==> src/rtl/sram_access_arbiter_pkg.sv <==
// Shared constants for the SRAM access arbiter: FSM encodings, grant identifiers
// and the default lowest CPU-writable address.
package sram_access_arbiter_pkg;

    localparam logic [1:0] ST_IDLE   = 2'd0;
    localparam logic [1:0] ST_ACCESS = 2'd1;
    localparam logic [1:0] ST_RESP   = 2'd2;

    localparam logic GRANT_A = 1'b0;
    localparam logic GRANT_B = 1'b1;

    localparam int WP_BASE_DEFAULT = 13;

endpackage

==> src/rtl/sram_access_arbiter_rr_select.sv <==
// Combinational two-way round-robin pick: on a tie the port that did not win last time
// is granted; a lone requester always wins.
import sram_access_arbiter_pkg::*;

module arb_rr_select (
    input  logic a_req_i,
    input  logic b_req_i,
    input  logic last_grant_i,
    output logic grant_a_o,
    output logic grant_b_o
);

    assign grant_a_o = a_req_i & (~b_req_i | (last_grant_i == GRANT_B));
    assign grant_b_o = b_req_i & (~a_req_i | (last_grant_i == GRANT_A));

endmodule

==> src/rtl/sram_access_arbiter.sv <==
// Shares one single-port SRAM between ports A and B, one access per 3 cycles.
// Build option SRAM_WP_EN: blocks port-A writes below WP_BASE and reports them via a_err.
import sram_access_arbiter_pkg::*;

module sram_access_arbiter #(
    parameter int AW      = 4,
    parameter int DW      = 8,
    parameter int WP_BASE = WP_BASE_DEFAULT
) (
    input  logic          clk,
    input  logic          sys_rst,
    input  logic          a_req,
    input  logic          a_we,
    input  logic [AW-1:0] a_addr,
    input  logic [DW-1:0] a_wdata,
    output logic          a_ack,
    output logic [DW-1:0] a_rdata,
    output logic          a_err,
    input  logic          b_req,
    input  logic          b_we,
    input  logic [AW-1:0] b_addr,
    input  logic [DW-1:0] b_wdata,
    output logic          b_ack,
    output logic [DW-1:0] b_rdata,
    output logic          b_err,
    output logic [AW-1:0] mem_addr,
    output logic [DW-1:0] mem_wdata,
    output logic          mem_we,
    input  logic [DW-1:0] mem_rdata
);

`ifdef SRAM_WP_EN
    localparam logic WP_ENABLE = 1'b1;
`else
    localparam logic WP_ENABLE = 1'b0;
`endif
    localparam logic [AW-1:0] WP_BASE_A = AW'(WP_BASE);

    logic [1:0]    state_q, state_d;
    logic          last_grant_q, last_grant_d;
    logic          we_q, we_d;
    logic [AW-1:0] mem_addr_q, mem_addr_d;
    logic [DW-1:0] mem_wdata_q, mem_wdata_d;
    logic [DW-1:0] a_rdata_q, a_rdata_d;
    logic [DW-1:0] b_rdata_q, b_rdata_d;
    logic          pick_a, pick_b;
    logic          granted_a;
    logic          fault;

    arb_rr_select u_rr_select (
        .a_req_i      (a_req),
        .b_req_i      (b_req),
        .last_grant_i (last_grant_q),
        .grant_a_o    (pick_a),
        .grant_b_o    (pick_b)
    );

    // last_grant doubles as "port owning the current access" once we leave IDLE.
    assign granted_a = (last_grant_q == GRANT_A);
    assign fault     = WP_ENABLE & granted_a & we_q & (mem_addr_q < WP_BASE_A);

    always_comb begin
        state_d      = state_q;
        last_grant_d = last_grant_q;
        we_d         = we_q;
        mem_addr_d   = mem_addr_q;
        mem_wdata_d  = mem_wdata_q;
        a_rdata_d    = a_rdata_q;
        b_rdata_d    = b_rdata_q;
        case (state_q)
            ST_IDLE: begin
                if (pick_a) begin
                    last_grant_d = GRANT_A;
                    we_d         = a_we;
                    mem_addr_d   = a_addr;
                    mem_wdata_d  = a_wdata;
                    state_d      = ST_ACCESS;
                end else if (pick_b) begin
                    last_grant_d = GRANT_B;
                    we_d         = b_we;
                    mem_addr_d   = b_addr;
                    mem_wdata_d  = b_wdata;
                    state_d      = ST_ACCESS;
                end
            end
            ST_ACCESS: begin
                // Sampled before the write lands, so a write returns the old contents.
                if (granted_a) begin
                    a_rdata_d = mem_rdata;
                end else begin
                    b_rdata_d = mem_rdata;
                end
                state_d = ST_RESP;
            end
            ST_RESP: begin
                state_d = ST_IDLE;
            end
            default: begin
                state_d = ST_IDLE;
            end
        endcase
    end

    always_ff @(posedge clk) begin
        if (sys_rst) begin
            state_q      <= ST_IDLE;
            last_grant_q <= GRANT_B;
            we_q         <= 1'b0;
            mem_addr_q   <= '0;
            mem_wdata_q  <= '0;
            a_rdata_q    <= '0;
            b_rdata_q    <= '0;
        end else begin
            state_q      <= state_d;
            last_grant_q <= last_grant_d;
            we_q         <= we_d;
            mem_addr_q   <= mem_addr_d;
            mem_wdata_q  <= mem_wdata_d;
            a_rdata_q    <= a_rdata_d;
            b_rdata_q    <= b_rdata_d;
        end
    end

    assign mem_we    = (state_q == ST_ACCESS) & we_q & ~fault;
    assign mem_addr  = mem_addr_q;
    assign mem_wdata = mem_wdata_q;

    assign a_ack   = (state_q == ST_RESP) & granted_a;
    assign b_ack   = (state_q == ST_RESP) & ~granted_a;
    assign a_err   = a_ack & fault;
    assign b_err   = b_ack & fault;
    assign a_rdata = a_rdata_q;
    assign b_rdata = b_rdata_q;

endmodule

==> config.mk <==
export PLATFORM = sky130hd
export DESIGN_NAME = sram_access_arbiter
export DESIGN_NICKNAME = d
export VERILOG_FILES = /design/src/rtl/sram_access_arbiter_pkg.sv /design/src/rtl/sram_access_arbiter_rr_select.sv /design/src/rtl/sram_access_arbiter.sv
export SDC_FILE = /design/constraint.sdc
export NUM_CORES = 1
export LEC_CHECK = 0
export ABC_AREA = 1
export BUFFER_PORTS_ARGS = -buffer_cell sky130_fd_sc_hd__buf_2
export CAP_MARGIN = 20
export CORE_UTILIZATION = 48
export CTS_BUF_LIST = sky130_fd_sc_hd__clkbuf_8
export DETAILED_ROUTE_END_ITERATION = 10
export MAX_ROUTING_LAYER = met4
export PLACE_DENSITY = 0.9
export SLEW_MARGIN = 0
export SYNTH_ARGS = -nofsm -noshare
export SYNTH_HDL_FRONTEND = slang
export SYNTH_HIERARCHICAL = 1
export SYNTH_SLANG_ARGS = --single-unit
export TNS_END_PERCENT = 10
==> constraint.sdc <==
create_clock -name clk -period 1.45 [get_ports clk]
set_input_delay 0.2175 -clock clk [delete_from_list [all_inputs] [get_ports clk]]
set_output_delay 0.2175 -clock clk [all_outputs]
set_load 0.005 [all_outputs]
==> impl_metrics.csv <==
group,metric,value,unit
run_status,status,"finished, violations left",
run_status,violations,"DRC",
timing,clock-skew-final,6.33,ps
clock_network,htree_levels,2,
die,chipWidth,58.0,um
placed_design,dpl.hpwl,2420,um
setup_path,start_kind,"flop",
power,p_per_area,1130,mW/mm^2
logic_synthesis,async_reset_ff_share,0,%
power,clock_power_share,31.8,%
setup_path,path_cells,"buf_6 -> inv_1 -> nor3_1 -> buf_2",
placed_design,numPortBuffers,68,
power,netSwitchingFraction,29.8,%
route,drt_iter0_markers,45,
setup_path,crit_type,"flop to primary output",
setup_path,r2r_start,"last_grant_q",
die,ios,71,
run,drv_cap,0,
cells_and_area,fin_nets,343,
die,core-area,0.00285,mm^2
timing,finalCritPeriodShare,95.0,%
cells_and_area,final_cells,337,
power,switching_power,658,uW
route,post_drt_wl_per_cell,9.97,um
logic_synthesis,synth_top_cell_by_area,"dfxtp_1",
clock_network,clk_latency,290,ps
clock_network,ctsHoldBuffers,0,
power,comb_power_share,22.5,%
setup_path,cp_max_fo,12,
logic_synthesis,syn_area,0.00150,mm^2
placed_design,gp_congestion,0.816,
cells_and_area,fill_cells,252,
power,irDropWorstVdd,0.000725,V
placed_design,placed_cells,329,
timing,finalHoldViolations,0,
clock_network,clock-root-buffer,"clkbuf_8",
route,ant_nets,0,
setup_path,slowest_stage,"dfxtp_2",
min_path,min_from,"mem_rdata[2]",
clock_network,path_clk_slew,60,ps
die,rows,19,
timing,slew_violations,0,
setup_path,crit_path_end_kind,"primary output",
power,internal-power,1.55,mW
global_routing,grt_use_total,23.0,%
clock_network,numClockSinks,32,
logic_synthesis,syn_inst,237,
power,p_leak,1.14,nW
route,drt-vias-per-instance,4.67,
timing,setup_viol,0,
cells_and_area,finish.utilization,68.6,%
cells_and_area,layout_common_cells,"nand2_1, buf_2, nor2_1, dfxtp_1, inv_1",
timing,rsz0062_at_grt,"no",
route,firstDrtPassIters,7,
die,die_area,0.00336,mm^2
cells_and_area,diodes,0,
clock_network,cts_setup_buffers,0,
clock_network,numCtsBuffers,5,
power,p_seq_share,45.7,%
logic_synthesis,synth_edf_count,0,
clock_network,cts.path.max_buffers,2,
clock_network,cts_tree,"done",
power,power,2.21,mW
global_routing,grt_pass1_vias,1423,
timing,fmax,726,MHz
die,die-height,58.0,um
logic_synthesis,syn_avg_cell_area,6.34,um^2
logic_synthesis,ys_seq_area_share,42.6,%
min_path,hold_class,"primary input to flop",
die,start_util,52.7,%
cells_and_area,layout-drive-gt1-share,29.1,%
route,drc_errors,3,
timing,setup_tns,0,ps
global_routing,grt_pass1_wl,5730,um
setup_path,crit_start,"last_grant_q",
cells_and_area,final_common_cell,"nand2_1",
logic_synthesis,synthDistinctLibCells,20,
logic_synthesis,synth_flop_cell,"dfxtp_1",
setup_path,worst_path_largest_cell_delay,350,ps
global_routing,grt_start_max_net_pins,29,
logic_synthesis,yosys-top-cells-area,"dfxtp_1, nand2_1, nor2_1, inv_1, nand4_1",
route,vias,1573,
setup_path,cp.required,1230,ps
logic_synthesis,synth-seq-cells,32,
logic_synthesis,synth_top_area_share,42.6,%
global_routing,grt_overflow,0,
timing,finalCriticalPeriod,1380,ps
route,wirelength,3360,um
global_routing,antenna_found_initial,0,
logic_synthesis,synth_warnings,6,
setup_path,crit_arrival,1160,ps
cells_and_area,area_delta_synth_final,30.3,%
==> state kept, by name (all words and copies together) (netlist names) <==
register	cells
we_q	1
b_rdata	8
mem_wdata	8
a_rdata	8
last_grant_q	1
state_q	2
mem_addr	4
==> per-layer routing <==
| metal | vias to the layer above | routed length, um | part of all wire [%] | track usage, % |
|---|---|---|---|---|
| met2 | 47 | 1640 | 49 | 37.9 |
| li1 | 838 | - | - | - |
| met3 | 7 | 190 | 5.7 | 6.92 |
| met1 | 681 | 1460 | 44 | 26.1 |
| met5 | - | 0 | 0 | - |
| met4 | 0 | 64 | 1.9 | 9.18 |
==> area by class of cell <==
| class | count | area [um^2] | share of cell area [%] |
|---|---|---|---|
| clock buffers | 6 | 82.6 | 4.22 |
| clock inverters | 2 | 11.3 | 0.575 |
| inverters | 28 | 105 | 5.37 |
| multi-input cells | 165 | 696 | 35.5 |
| flip-flops and latches | 32 | 643 | 32.8 |
| well taps | 31 | 38.8 | 1.98 |
| repair buffers | 73 | 382 | 19.5 |
==> synthesized netlist by cell type, types with 2 or more instances <==
cell	instances
nand2_1	91
nor2_1	45
dfxtp_1	32
inv_1	27
a21oi_1	8
nand4_1	8
buf_2	5
clkbuf_1	4
buf_4	3
nand3_1	3
nor3_1	2
==> cell families after synthesis <==
| logic type | synth area share, % |
|---|---|
| flip-flops | 42.6 |
| AND/OR/NAND/NOR | 41.2 |
| AO/OA/AOI/OAI | 4.00 |
| other | 0.250 |
| buffers and inverters | 11.9 |
==> metrics by stage <==
step / hold WS (ps) / cell area, um^2 / worst slack [ps]
2_1_floorplan: 352 / 1510 / 188
3_3_place_gp: 449 / 1850 / 197
3_5_place_dp: 454 / 1850 / 144
4_1_cts: 169 / 1950 / 10.4
5_1_grt: 178 / 1960 / 4.36
6_report: 172 / 1960 / 72.3
==> power groups by stage <==
stage	clock [mW]	sequential, mW	combinational (mW)
final	0.703	1.01	0.497
after CTS	0.715	1.01	0.493
after floorplan	0	1.04	0.309
after detailed placement	0	1.03	0.484
after global placement	0	1.03	0.473
after global routing	0.746	1.02	0.568
==> critical path: cells and delay by family, from the launching register on <==
kind          cells  cell delay [ps]
simple gates      1              160
buf+inv           3              360
flops             1              350
==> worst paths after layout <==
path | to | slack, ps | cells past startpoint
setup reg to reg | mem_addr[0] | 160 | 8
hold reg to reg | b_rdata[0] | 460 | 2
hold / removal | a_rdata[2] | 170 | 3
setup / recovery | b_ack | 70 | 4
==> repair_timing <==
| item | CTS | global route |
|---|---|---|
| pin swaps | 0 | 0 |
| setup endpoints to repair | 1 | 3 |
| gates resized for setup | 1 | 3 |
Power figures use the tool's default switching activity.
